<file path="config.mk">
export PLATFORM = sky130hd
export DESIGN_NAME = min_max_tracker
export DESIGN_NICKNAME = d
export VERILOG_FILES = /design/src/rtl/mm_pkg.sv /design/src/rtl/mag_cmp4.sv /design/src/rtl/min_max_tracker.sv
export SDC_FILE = /design/constraint.sdc
export NUM_CORES = 1
export LEC_CHECK = 0
export CAP_MARGIN = 20
export CELL_PAD_IN_SITES_DETAIL_PLACEMENT = 0
export CELL_PAD_IN_SITES_GLOBAL_PLACEMENT = 2
export CORE_UTILIZATION = 33
export DETAILED_ROUTE_END_ITERATION = 8
export GPL_TIMING_DRIVEN = 0
export PLACE_DENSITY_LB_ADDON = 0.1
export SETUP_SLACK_MARGIN = 0.4
export SYNTH_ARGS = -nofsm -noshare
export SYNTH_HDL_FRONTEND = slang
export SYNTH_SLANG_ARGS = --single-unit
</file>
<file path="constraint.sdc">
create_clock -name clk -period 5.5 [get_ports clk]
set_clock_uncertainty 0.15 [all_clocks]
set_input_delay 1.1 -clock clk [delete_from_list [all_inputs] [get_ports clk]]
set_output_delay 1.1 -clock clk [all_outputs]
set_load 0.01 [all_outputs]
</file>
<file path="src/rtl/mm_pkg.sv">
// Shared definitions for the frame min/max tracker: state encoding and widths.
package mm_pkg;

  localparam int unsigned WIDTH = 4;
  localparam int unsigned CNT_W = 8;

  typedef enum logic [1:0] {
    IDLE   = 2'd0,
    ACCUM  = 2'd1,
    REPORT = 2'd2
  } state_t;

endpackage

</file>
<file path="src/rtl/mag_cmp4.sv">
// 4-bit unsigned magnitude comparator: reports a>b, a<b and a==b.
module mag_cmp4 (
  input  logic [mm_pkg::WIDTH-1:0] a,
  input  logic [mm_pkg::WIDTH-1:0] b,
  output logic                     gt,
  output logic                     lt,
  output logic                     eq
);

  assign gt = (a > b);
  assign lt = (a < b);
  assign eq = (a == b);

endmodule

</file>
<file path="src/rtl/min_max_tracker.sv">
// Accumulates max/min/count over a frame of samples and holds a summary
// until the consumer takes it; input is stalled while the summary is held.
module min_max_tracker #(
  parameter int unsigned FRAME_LEN = 8,
  parameter int unsigned WIDTH     = 4
) (
  input  logic                     clk,
  input  logic                     rst_n,
  input  logic                     in_valid,
  output logic                     in_ready,
  input  logic [WIDTH-1:0]         in_data,
  input  logic                     in_last,
  output logic                     out_valid,
  input  logic                     out_ready,
  output logic [WIDTH-1:0]         out_max,
  output logic [WIDTH-1:0]         out_min,
  output logic [mm_pkg::CNT_W-1:0] out_count,
  output logic                     out_all_eq
);

  import mm_pkg::*;

  state_t             state;
  logic               xfer;
  logic               gt_max, lt_max, eq_max;
  logic               gt_min, lt_min, eq_min;
  logic [WIDTH-1:0]   nxt_max;
  logic [WIDTH-1:0]   nxt_min;
  logic [CNT_W-1:0]   nxt_cnt;
  logic               nxt_all_eq;
  logic               close_c;

  assign xfer = in_valid & in_ready;

  mag_cmp4 u_cmp_max (
    .a  (in_data),
    .b  (out_max),
    .gt (gt_max),
    .lt (lt_max),
    .eq (eq_max)
  );

  mag_cmp4 u_cmp_min (
    .a  (in_data),
    .b  (out_min),
    .gt (gt_min),
    .lt (lt_min),
    .eq (eq_min)
  );

  // Candidate frame statistics if the current sample is accepted in ACCUM.
  // The frame stays all-equal only while every new sample matches both bounds.
  always_comb begin
    nxt_max    = out_max;
    nxt_min    = out_min;
    nxt_cnt    = out_count + CNT_W'(1);
    nxt_all_eq = out_all_eq & eq_max & eq_min;
    close_c    = in_last || (nxt_cnt == CNT_W'(FRAME_LEN));
    if (gt_max) nxt_max = in_data;
    if (lt_min) nxt_min = in_data;
  end

  always_ff @(posedge clk or negedge rst_n) begin
    if (!rst_n) begin
      state      <= IDLE;
      in_ready   <= 1'b1;
      out_valid  <= 1'b0;
      out_max    <= '0;
      out_min    <= '0;
      out_count  <= '0;
      out_all_eq <= 1'b0;
    end else begin
      case (state)
        IDLE: begin
          if (xfer) begin
            out_max    <= in_data;
            out_min    <= in_data;
            out_count  <= CNT_W'(1);
            out_all_eq <= 1'b1;
            if (in_last) begin
              state     <= REPORT;
              in_ready  <= 1'b0;
              out_valid <= 1'b1;
            end else begin
              state <= ACCUM;
            end
          end
        end
        ACCUM: begin
          if (xfer) begin
            out_max    <= nxt_max;
            out_min    <= nxt_min;
            out_count  <= nxt_cnt;
            out_all_eq <= nxt_all_eq;
            if (close_c) begin
              state     <= REPORT;
              in_ready  <= 1'b0;
              out_valid <= 1'b1;
            end
          end
        end
        REPORT: begin
          if (out_ready) begin
            state     <= IDLE;
            in_ready  <= 1'b1;
            out_valid <= 1'b0;
          end
        end
        default: begin
          state     <= IDLE;
          in_ready  <= 1'b1;
          out_valid <= 1'b0;
        end
      endcase
    end
  end

endmodule

</file>
# == Word-level counts from Yosys, hierarchy flattened ==
# Index checks and enable logic that the tools add are counted.
# op_classes
n_bitwise,3
n_reduce_logical,8
eq_ne,12
n_mux,31
addsub,1
order_cmp,2
# op_table
operator,count
2-to-1 mux 4 bit,5
2-to-1 mux 8 bit,2
one-hot mux 4 bit (2 select lines),2
one-hot mux 8 bit (2 select lines),1
!= test 2 bit (second input constant),7
2-to-1 mux 1 bit,12
AND reduction 4 bit,3
2-to-1 mux 2 bit,5
adder 8 x 1 -> 8 bit (second input constant),1
== test 4 bit,2
== test 8 x 4 -> 1 bit (second input constant),1
one-hot mux 1 bit (3 select lines),2
one-hot mux 2 bit (3 select lines),1
AND reduction 5 bit,1
> comparator 4 bit,1
< comparator 4 bit,1
bitwise AND 1 bit,3
AND reduction 3 bit,1
== test 2 x 1 -> 1 bit (second input constant),1
== test 2 bit (second input constant),1
logical NOT 2 bit,1
one-hot mux 1 bit (2 select lines),1
nonzero test 2 bit,1
logical OR 1 bit,1
# totals
in_bits,9
output_inout_bits,19
wordCells,64
reg_bits,21

# == Depth between registers and ports, before layout ==
# logic_depth
word_depth,6
ltp_mapped,7
mapped_depth_nobuf,7

# == By module ==
# Synthesis repeated with hierarchy kept, for this count alone.
# unflattened
hier_cells,124
area_unflattened_um2,1249.9
# by_module_without_submodules
mod,area_each_um2,instances,seq_area_each_um2,cells_each
min_max_tracker,992.2,1,526.8,92
mag_cmp4,128.9,2,0.0,16

# == Worst setup path after synthesis ==
# OpenSTA, ideal clock, no wires.
# synth_timing
path_type,in2reg
start,in in_data[1]
end,reg out_max[0]
setup_slack_ns,2.910
t_required_ns,5.225
cell_stages,6
arrival_time_ns,2.315
setup_time_ns,0.125
n_path_buf,0
path_cell_list,ha_1 -> nor2b_1 -> o21ai_0 -> a21oi_1 -> o21ai_1 -> mux2_2
# synth_between
elab_chain_cells,3
# synth_rtl
element,line_no,source
"start, declared",min_max_tracker.sv:11,"input logic [WIDTH-1:0] in_data,"
> comparator 4 bit,mag_cmp4.sv:10,assign gt = (a > b);
!= test 2 bit (no source line),n/a,
AND reduction 4 bit (no source line),n/a,
"end signal, assigned",min_max_tracker.sv:76,out_max <= in_data;
"end signal, assigned",min_max_tracker.sv:91,out_max <= nxt_max;
"end, declared",min_max_tracker.sv:15,"output logic [WIDTH-1:0] out_max,"
# Every way passes these cells.
# A chain may end at the register's enable or synchronous reset.

# == Worst setup path in the final report ==
# layout_timing
start,in in_data[1]
end,reg out_max[1]
# layout_between
elab_chain_cells,3
word_cells_on_any_way,7
cone_classes,1 x order compare; 1 x eq/ne; 4 x mux; 1 x reduce/logical
# layout_rtl
element,line_no
> comparator 4 bit or 2-to-1 mux 4 bit (tied branches),"mag_cmp4.sv:10, min_max_tracker.sv:59"
!= test 2 bit (no source line) or 2-to-1 mux 4 bit (tied branches),n/a
AND reduction 4 bit (no source line) or one-hot mux 4 bit (2 select lines) (tied branches),n/a
# Several ways; a longest one is shown, not always the timed one. The select of a mux whose other input is x is not followed.

==> metrics.yaml <==
synth-main-ff-cell: "dfrtp_1"
r2r-end: "state[0]"
period_needed_ps: 3016
max_freq_mhz: 331.6
synth_edf_count: 0
via_count: 1165
cts_resized: 0
ir_worst_vdd_uv: 102.5
grt_usage: 0.1763
drive_gt1_frac: 0.09091
rsz0062_at_grt: "false"
start_util: 0.3536
hold_viol_final: 0
power.density_nw_per_um2: 163.5
crit_family: "compound AO/OA/AOI/OAI gates"
async_reset_ff_frac: 1.000
worstSetupEndpoint: "out_max[1]"
first_global_vias: 1142
cp-start-kind: "input pin"
cp_max_fo: 5
yosys_warnings: 0
die_area_um2: 4269
switching_power_uw: 65.50
path_clk_slew_ps: 80
drtIter0Drc: 54
status: "complete, no violations"
p_seq_frac: 0.550
area.growth.synth_to_final_pct: 29.58
grt_overflow: 0
clock_power_share: 0.373
place_congestion: 0.8172
r2r_cells: 6
drv_slew: 0
slew_headroom: 0.6679
required_ps: 5500
synth_top_area_cell: "dfrtp_1"
yosysSeqAreaShare: 0.3979
p_leak_nw: 0.7316
routed_via_density: 5.201
postLayoutCoreUtil: 0.4582
dp_hpwl_mm: 2.310
crit_start: "in_data[1]"
coreArea_um2: 3744
grt_pass1_wl_mm: 5.582
p_comb_frac: 0.077
cts_hold_buffers: 0
yosys_register_bits: 21
firstDrtPassIters: 4
finalCritPeriodShare: 0.5483
critPathBufInv: 1
cts_root_buf: "clkbuf_8"
tritoncts: "built"
synth_fp_nets: 163
synth_area_leaders: "dfrtp_1 38%, ha_1 9.5%, a21oi_1 3.4%, o21ai_0 3.4%, mux2_2 3.4%"
setup_viol: 0
path_cells: "clkdlybuf4s50_1 -> ha_1 -> nor2b_1 -> o21ai_0 -> a21oi_1 -> o21ai_1 -> mux2_2"
r2r_setup_slack_ps: 3280
clk_latency_ps: 260
synthCells: 144
crit_path_end_kind: "flop"
rows: 22
finalSetupTns_ps: 0
tightest_slew_ps: 498.2
cts.path.max_buffers: 2
clock_sinks: 21
cp.arrival_ps: 3020
cts_buffers: 3
syn_area_per_cell_um2: 9.193
grt_max_degree: 22
die_x_um: 65.34
p_int_uw: 215.0
fill_cells: 396
routed_wl_mm: 3.205
path_class: "input pin to flop"
cap_violations: 0
cts_max_level: 1
placed_area_um2: 1654
synthDominantCellAreaShare: 0.3781
switching_share: 0.2335
worstReg2RegStart: "out_count[0]"
io_buffers: 27
slowest_stage: "clkdlybuf4s50_1"
hold_path_class: "flop to flop"
ios: 28
ant_nets: 0
final_area_um2: 1715
chipHeight_um: 65.34
ys_types: 37
worstSetupPathDepth: 7
max_stage_delay_ps: 490
cts_setup_buffers: 0
fin_nets: 196
drc_errors: 0
num_antenna_cells: 0
grt_antenna_before_repair: 0
routedWlPerCell_um: 14.31
synth_area_um2: 1324
==> synth_stat cells, types with 2 or more instances <==
cell and n:
nor2_1 7, a21oi_1 9, nor3_1 5, mux2_2 4, xor2_1 2, nand3_1 8
o21ai_0 9, o21ai_1 5, nand4_1 3, ha_1 10, o211ai_1 5, nand4b_1 3
nor2b_1 2, nand3_2 2, o21a_1 3, clkbuf_1 4, and3_1 4, or3_1 2
inv_1 9, dfrtp_1 20, nand2_1 12
==> layout make-up <==
class | instances | area (µm²) | area share
Clock inverter | 1 | 5.005 | 0.002918
Clock buffer | 3 | 41.29 | 0.02407
Sequential cell | 21 | 526.8 | 0.3071
Inverter | 9 | 33.78 | 0.01969
Multi-Input combinational cell | 109 | 737.0 | 0.4296
Tap cell | 48 | 60.06 | 0.03501
Timing Repair Buffer | 28 | 285.3 | 0.1663
Buffer | 5 | 26.28 | 0.01532
==> metal layers <==
metal	routed length, µm	GRT usage
met4	7	0.03261
met3	112	0.04167
met2	1423	0.2771
met1	1662	0.2462
met5	0	0
==> through the flow <==
step / power [mW] / hold slack, ps / std cells / setup WS (ps)
after floorplan: 0.1651 / 338.5 / 144 / 2910
after global placement: 0.1776 / 329.1 / 219 / 2229
after detailed placement: 0.1778 / 340.9 / 219 / 2185
after CTS: 0.2868 / 362.7 / 223 / 2469
after global routing: 0.2963 / 404.2 / 224 / 2315
final: 0.2805 / 350.5 / 224 / 2484
==> sequential cells by signal, indices dropped and copies added (netlist names) <==
register    count
state           2
out_count       8
out_valid       1
in_ready        1
out_all_eq      1
out_min         4
out_max         4
==> power groups by stage <==
stage	logic [mW]	clock network, mW	registers (mW)
floorplan	0.00769	0	0.157
global placement	0.0202	0	0.157
detailed placement	0.0204	0	0.157
CTS	0.0207	0.112	0.154
global route	0.0245	0.118	0.154
finish	0.0216	0.105	0.154
==> worst min-delay path, stage by stage (launching register included) <==
cell and delay (ps):
dfrtp_1 350, nand2_1 50, nand3_1 70
==> cell usage in the layout (no fill, tap or decap), types with 2 or more instances in the layout <==
cell type,netlist,routed
clkdlybuf4s50_1,0,27
dfrtp_1,20,20
nand2_1,12,12
ha_1,10,10
inv_1,9,9
o21ai_0,9,9
a21oi_1,9,9
nand3_1,8,8
nor2_1,7,7
o211ai_1,5,5
nor3_1,5,5
o21ai_1,5,5
clkbuf_1,4,4
and3_1,4,4
mux2_2,4,4
o21a_1,3,3
nand4b_1,3,3
nand4_1,3,3
clkbuf_8,0,3
nor2b_1,2,2
nand3_2,2,2
xor2_1,2,2
or3_1,2,2
==> logic make-up (layout without fill, tap and decap cells) <==
group / after synthesis / after routing / synth area share
and+or+nand+nor: 55 / 55 / 0.2363
AOI/OAI and AO/OA: 37 / 37 / 0.1711
DFF: 21 / 21 / 0.3979
buffers and inverters: 14 / 46 / 0.04536
adders and majority gates: 10 / 10 / 0.09452
muxes: 5 / 5 / 0.04159
xor gates and xnor gates: 2 / 2 / 0.01323
==> worst min-delay path by stage <==
stage,cells past startpoint,slack (ps),to,from
2_1_floorplan,1,340,state[0],state[1]
3_3_place_gp,2,330,out_valid,out_valid
3_5_place_dp,2,340,out_valid,out_valid
4_1_cts,2,360,out_valid,out_valid
5_1_grt,2,400,out_valid,out_valid
6_report,2,350,out_valid,out_valid
Note: power is estimated with default switching activity, not from simulation.
